[config.mk]
export PLATFORM = sky130hd
export DESIGN_NAME = cpu_sequencer
export DESIGN_NICKNAME = d
export VERILOG_FILES = /design/src/rtl/cpu_sequencer.sv
export SDC_FILE = /design/constraint.sdc
export NUM_CORES = 1
export LEC_CHECK = 0
export CAP_MARGIN = 10
export CORE_ASPECT_RATIO = 0.75
export CORE_MARGIN = 2
export CORE_UTILIZATION = 46
export DETAILED_ROUTE_END_ITERATION = 12
export PLACE_DENSITY = 0.79
export SYNTH_ARGS = -nofsm -noshare
export SYNTH_HDL_FRONTEND = slang
export SYNTH_SLANG_ARGS = --single-unit
export TNS_END_PERCENT = 1
[constraint.sdc]
create_clock -name clk -period 2.05 [get_ports clk]
set_input_delay 0.615 -clock clk [delete_from_list [all_inputs] [get_ports clk]]
set_output_delay 0.615 -clock clk [all_outputs]
set_load 0.02 [all_outputs]
[src/rtl/cpu_sequencer.sv]
// -----------------------------------------------------------------------------
// cpu_sequencer
//   Multi-cycle control FSM for the Jac1-8 core. It fetches an instruction over
//   a req/ack handshake, holds it in the IR that feeds the combinational
//   decoder, and turns the decoder's level enables into single-cycle strobes.
//   It also provides run/single-step debug control, a sticky instruction-fetch
//   timeout fault and a retired-instruction counter.
//
//   Instruction flow: HALT -> FETCH -> EXEC -> WB -> (FETCH | HALT)
//
// Ports
//   clk             in   clock, all state changes on the rising edge
//   reset_n         in   asynchronous active-low reset
//   run             in   level: 1 = free-run, 0 = stop after current instruction
//   step            in   pulse: execute exactly one instruction while halted
//   imem_req        out  instruction fetch request, held until imem_ack
//   imem_ack        in   imem_data valid this cycle
//   imem_data       in   fetched instruction word
//   instr_out       out  IR contents, drives the decoder
//   dec_wr_en       in   decoder register-file write enable
//   dec_cnt_wr_en   in   decoder PC load enable
//   dec_stat_wr_en  in   decoder status-register write enable
//   reg_wr_en       out  register-file write strobe (WB)
//   stat_wr_en      out  status-register write strobe (EXEC)
//   pc_wr_en        out  PC load strobe (WB)
//   pc_inc          out  PC increment strobe (WB)
//   halted          out  1 while in HALT
//   fault           out  sticky fetch-timeout flag, cleared only by reset
//   instr_count     out  retired instruction count, wraps
// -----------------------------------------------------------------------------
module cpu_sequencer #(
    parameter int PROGRAM_DataWidth = 16,
    parameter int CntWidth          = 16,
    parameter int IMEM_TIMEOUT      = 15
) (
    input  logic                         clk,
    input  logic                         reset_n,
    input  logic                         run,
    input  logic                         step,
    output logic                         imem_req,
    input  logic                         imem_ack,
    input  logic [PROGRAM_DataWidth-1:0] imem_data,
    output logic [PROGRAM_DataWidth-1:0] instr_out,
    input  logic                         dec_wr_en,
    input  logic                         dec_cnt_wr_en,
    input  logic                         dec_stat_wr_en,
    output logic                         reg_wr_en,
    output logic                         stat_wr_en,
    output logic                         pc_wr_en,
    output logic                         pc_inc,
    output logic                         halted,
    output logic                         fault,
    output logic [CntWidth-1:0]          instr_count
);

    localparam int TW = $clog2(IMEM_TIMEOUT + 1);

    // One-hot encoding: every state-decoded output is a single flop bit, so
    // no output can glitch while the state register changes.
    typedef enum logic [3:0] {
        S_HALT  = 4'b0001,
        S_FETCH = 4'b0010,
        S_EXEC  = 4'b0100,
        S_WB    = 4'b1000
    } state_t;

    state_t                       state_q;
    logic [PROGRAM_DataWidth-1:0] ir_q;
    logic                         fault_q;
    logic [CntWidth-1:0]          count_q;
    logic [CntWidth-1:0]          count_d;
    logic [TW-1:0]                tmo_q;
    logic [TW-1:0]                tmo_d;
    logic                         single_q;

    assign count_d = count_q + 1'b1;
    assign tmo_d   = tmo_q + 1'b1;

    always_ff @(posedge clk or negedge reset_n) begin
        if (!reset_n) begin
            state_q  <= S_HALT;
            ir_q     <= '0;
            fault_q  <= 1'b0;
            count_q  <= '0;
            tmo_q    <= '0;
            single_q <= 1'b0;
        end else begin
            case (state_q)
                S_HALT: begin
                    tmo_q <= '0;
                    // A latched fault parks the sequencer until reset.
                    if (!fault_q) begin
                        if (run) begin
                            single_q <= 1'b0;
                            state_q  <= S_FETCH;
                        end else if (step) begin
                            single_q <= 1'b1;
                            state_q  <= S_FETCH;
                        end
                    end
                end
                S_FETCH: begin
                    // Ack takes priority over a timeout expiring in the same cycle.
                    if (imem_ack) begin
                        ir_q    <= imem_data;
                        state_q <= S_EXEC;
                    end else if (tmo_d == TW'(IMEM_TIMEOUT)) begin
                        fault_q <= 1'b1;
                        state_q <= S_HALT;
                    end else begin
                        tmo_q <= tmo_d;
                    end
                end
                S_EXEC: begin
                    tmo_q   <= '0;
                    state_q <= S_WB;
                end
                S_WB: begin
                    tmo_q    <= '0;
                    count_q  <= count_d;
                    single_q <= 1'b0;
                    if (run && !single_q) begin
                        state_q <= S_FETCH;
                    end else begin
                        state_q <= S_HALT;
                    end
                end
                default: begin
                    state_q <= S_HALT;
                end
            endcase
        end
    end

    // Strobes are qualified by a single state flop, so they exist only in
    // their own state and vanish immediately when reset forces HALT.
    assign imem_req    = state_q[1];
    assign halted      = state_q[0];
    assign stat_wr_en  = state_q[2] & dec_stat_wr_en;
    assign reg_wr_en   = state_q[3] & dec_wr_en;
    assign pc_wr_en    = state_q[3] & dec_cnt_wr_en;
    assign pc_inc      = state_q[3] & ~dec_cnt_wr_en;
    assign instr_out   = ir_q;
    assign fault       = fault_q;
    assign instr_count = count_q;

endmodule
Word-level counts from Yosys, hierarchy flattened:

Cells that the tools add are included.

* div/mod/pow operators: 0
* bitwise gates (word level): 6
* shift-type cells: 0
* equal/unequal tests: 10
* multipliers: 0
* order comparisons: 0
* reductions and logical operators: 10
* add/subtract/negate cells: 2
* multiplexer cells: 14

Operator list (number)
* $mux 4: 7
* $add 16x1->16 const B: 1
* $pmux 4 s4: 1
* $reduce_and 3->1: 4
* $eq 4x4->1 const B: 2
* $pmux 4 s2: 1
* $ne 2x2->1 const B: 3
* $ne 3x3->1 const B: 2
* $add 4x1->4 const B: 1
* $and 1x1->1: 4
* $eq 4x1->1 const B: 1
* $eq 4x2->1 const B: 1
* $eq 4x3->1 const B: 1
* $reduce_bool 2->1: 2
* $mux 1: 3
* $reduce_or 3->1: 1
* $mux 2: 1
* $not 1->1: 2
* $pmux 1 s2: 1
* $reduce_and 2->1: 1
* $logic_and 1x1->1: 1
* $logic_not 1->1: 1

* word-level logic and storage cells: 48
* ROM bits: 0
* bits in latches: 0
* register bits after elaboration: 42
* memories: 0
* bits in writable memories: 0

Depth between registers and ports, before layout:

* depth after elaboration: 5
* gate-level depth with buffers: 6
* mapped depth without buffers: 6

Worst setup path before layout:

No wires, ideal clock.

* path kind: reg2reg
* from: register state_q[1]
* to: register count_q[7] (netlist: instr_count[7])
* arrival: 1812 ps
* cell stages (with the launch flop): 6
* period minus slack after synthesis: 1891 ps
* setup slack: 159 ps
* cell sequence: dfrtp_1 > or4b_4 > buf_6 > or3_4 > nor2_2 > xor2_1

* longest elaborated chain between the ends: 1

Ends and longest elaborated chain
* start, declared: RTL line 67 `state_t state_q;`
* start signal, assigned: RTL line 81 `state_q <= S_HALT;`
* start signal, assigned: RTL line 95 `state_q <= S_FETCH;`
* start signal, assigned: RTL line 98 `state_q <= S_FETCH;`
* $eq 4x4->1: RTL line 88 `case (state_q)`
* end signal, assigned: RTL line 120 `count_q <= count_d;`
* end, declared: RTL line 70 `logic [CntWidth-1:0] count_q;`

Every way passes these cells.
A chain may end at the register's enable or synchronous reset.

Worst setup path in the final report:

* from: input dec_cnt_wr_en
* to: output pc_wr_en

* longest elaborated chain between the ends: 1

Ends and longest elaborated chain
* start, declared: RTL line 45 `input logic dec_cnt_wr_en,`
* $and 1x1->1: RTL line 141 `assign pc_wr_en = state_q[3] & dec_cnt_wr_en;`
* end, declared: RTL line 49 `output logic pc_wr_en,`

Every way passes these cells.

==> reports/qor.csv <==
metric,value,unit
status,"complete, no violations",
core.rowCount,20,
grt_pass1_wl,6560,um
async_flop_share,1.00,
crit_type,in2out,
cp_max_fo,2,
met2_length,1800,um
slew_headroom,0.578,
initial_core_util,0.485,
cts_buffers,5,
worst_path_max_delay_cell,clkdlybuf4s50_1,
nNetsFinal,264,
wl,4020,um
synth_most_common_cell,dfrtp_1,
place.gp.congestion,0.826,
met3_length,318,um
synth_top_area_frac,0.516,
synth_seq_cells,42,
cp_data_required_time,1.43,ns
grt_pass1_vias,1428,
synth_nets,195,
seq_area,0.00105,mm2
power.net_switching,1010,uW
antenna_cells,0,
h-tree-depth,2,
cp.arrival,1.38,ns
via_per_inst,5.07,
core,0.00410,mm2
ctsLongestPathBuffers,2,
synthesis.area,0.00199,mm2
dr.pass1.iters,4,
cts_tree,built,
ir_drop,0.000755,V
gr-usage-all-layers,0.176,
fin_util,0.675,
hold_violations,0,
synth_edf_count,0,
switching_share,0.342,
start_kind,primary input,
yosysWarnings,0,
die-area,0.00487,mm2
fillers,322,
slowest_delay,0.49,ns
dp_hpwl,2970,um
grt.overflow.total,0,
cts_root_buf,clkbuf_8,
p_per_area,1060,mW/mm2
yosysSeqAreaShare,0.529,
fmax,0.501,GHz
grt_setup_unrepaired,false,
ys_types,40,
syn-instance-count,168,
worst-slew-pin-transition,0.624,ns
die_w,79.9,um
hp-class,in2async,
synth_flop_cell,dfrtp_1,
finalMaxSlewViolations,0,
io_buffers,62,
cts_setup_buffers,0,
setup.worst_path.end_class,output port,
synthToLayoutAreaGrowth,39.2,%
synth_area_leaders,"dfrtp_1 (52%), mux2_2 (9.1%), xor2_1 (4.0%)",
io_pins,63,
wl_per_cell,13.8,um
tns,0,ns
top_layer,met4,
drt_iter0_markers,98,
p_clk_frac,0.167,
p_leak,0.00131,uW
vias,1481,
multi_input_area,868,um2
drive_above_1_share,0.177,
yosys.area.top_type,dfrtp_1,
drc_errors,0,
finalPower,2940,uW
pwr-share-comb,0.412,
met1Wirelength,1870,um
setup_viol,0,
antenna_found_initial,0,
cts_sinks,42,
clk_pin_slew,0.07,ns
p_int,1930,uW
syn_avg_cell_area,11.8,um2
ctsHoldBuffers,0,
grt_max_degree,26,
netlist_top_cells_count,"dfrtp_1 (41), mux2_2 (16), nand2_1 (14), xor2_1 (9)",
max-cap-violations,0,
clock_skew,0.00322,ns
cp_cell_sequence,clkdlybuf4s50_1 -> and2_1 -> buf_2,
clk_latency,0.28,ns
postPlaceCellArea,0.00271,mm2
min_period_over_period,0.974,
drt.antenna.violating_nets,0,
min_period,2.00,ns
die_height,61.0,um
postLayoutCellArea,0.00277,mm2
pwr-share-seq,0.421,
## through the flow
step | std cells | hold slack (ns) | setup slack, ns
2_1_floorplan | 168 | 0.319 | 0.159
3_3_place_gp | 285 | 0.460 | -0.354
3_5_place_dp | 285 | 0.466 | -0.372
4_1_cts | 292 | 0.262 | -0.0281
5_1_grt | 292 | 0.281 | 0.0134
6_report | 292 | 0.258 | 0.0539
## final cells by class
type,instances,share of cell area
clock buffer,5,0.0248
clock inverter,2,0.00361
inverter,8,0.0108
multi-input combinational,112,0.313
sequential,42,0.380
tap,55,0.0248
timing repair buffer,68,0.243
## critical path: cells and delay by family
kind,cells,cell delay [ns]
AND/OR/NAND/NOR,1,0.12
buffers and inverters,2,0.64
## cells by family (layout without fill, tap and decap cells)
group / after synthesis / after routing / share of synthesized area
AO/OA/AOI/OAI: 16 / 16 / 0.0566
multiplexers: 20 / 20 / 0.111
adder cells (fa/ha/maj): 3 / 3 / 0.0189
buffers and inverters: 14 / 83 / 0.0346
AND/OR/NAND/NOR: 56 / 56 / 0.175
flip-flops: 42 / 42 / 0.529
XOR/XNOR: 17 / 17 / 0.0748
## power groups by stage
stage          clock (uW)  combinational, uW  sequential, uW
2_1_floorplan           0                448            1450
3_3_place_gp            0               1220            1240
3_5_place_dp            0               1230            1250
4_1_cts               518               1230            1240
5_1_grt               553               1300            1270
6_report              490               1210            1240
## timing repair
| item | CTS | global route |
|---|---|---|
| gates resized for setup | 14 | 6 |
| endpoints found under the setup margin | 5 | 6 |
| pin swaps | 0 | 0 |
| gates cloned | 0 | 0 |
## flip-flops by register name (all words and copies together), names as in the netlist
register	flops
fault	1
instr_out	16
single_q	1
state_q	4
tmo_q	4
instr_count	16
## metal layers
layer,vias to the layer above,GRT usage
met2,45,0.271
met5,-,0
met3,5,0.0655
met1,708,0.239
met4,0,0.0436
li1,723,-
## path summary, 6_finish.rpt
check | slack (ns) | to | depth (start not counted) | start
hold / removal | 0.26 | instr_count[4] | 1 | reset_n
min in group clk | 0.47 | instr_count[15] | 1 | instr_count[15]
hold reg to reg | 0.47 | instr_count[15] | 1 | instr_count[15]
setup reg to reg | 0.21 | state_q[0] | 5 | state_q[3]
max in group asynchronous | 1.24 | state_q[0] | 2 | reset_n
setup / recovery | 0.05 | pc_wr_en | 3 | dec_cnt_wr_en
## cell usage in the layout, fill, tap and decap left out, types with 4 or more instances in the layout
master,Yosys,routed
buf_4,0,4
and2_1,4,4
nand2_1,14,14
inv_1,8,8
dfrtp_1,41,41
clkbuf_8,0,5
xnor2_1,8,8
buf_2,1,5
xor2_1,9,9
nor2b_1,5,5
mux2i_1,4,4
nand3_1,6,6
nand4_1,4,4
mux2_2,16,16
clkdlybuf4s50_1,0,53
Power figures use the tool's default switching activity.
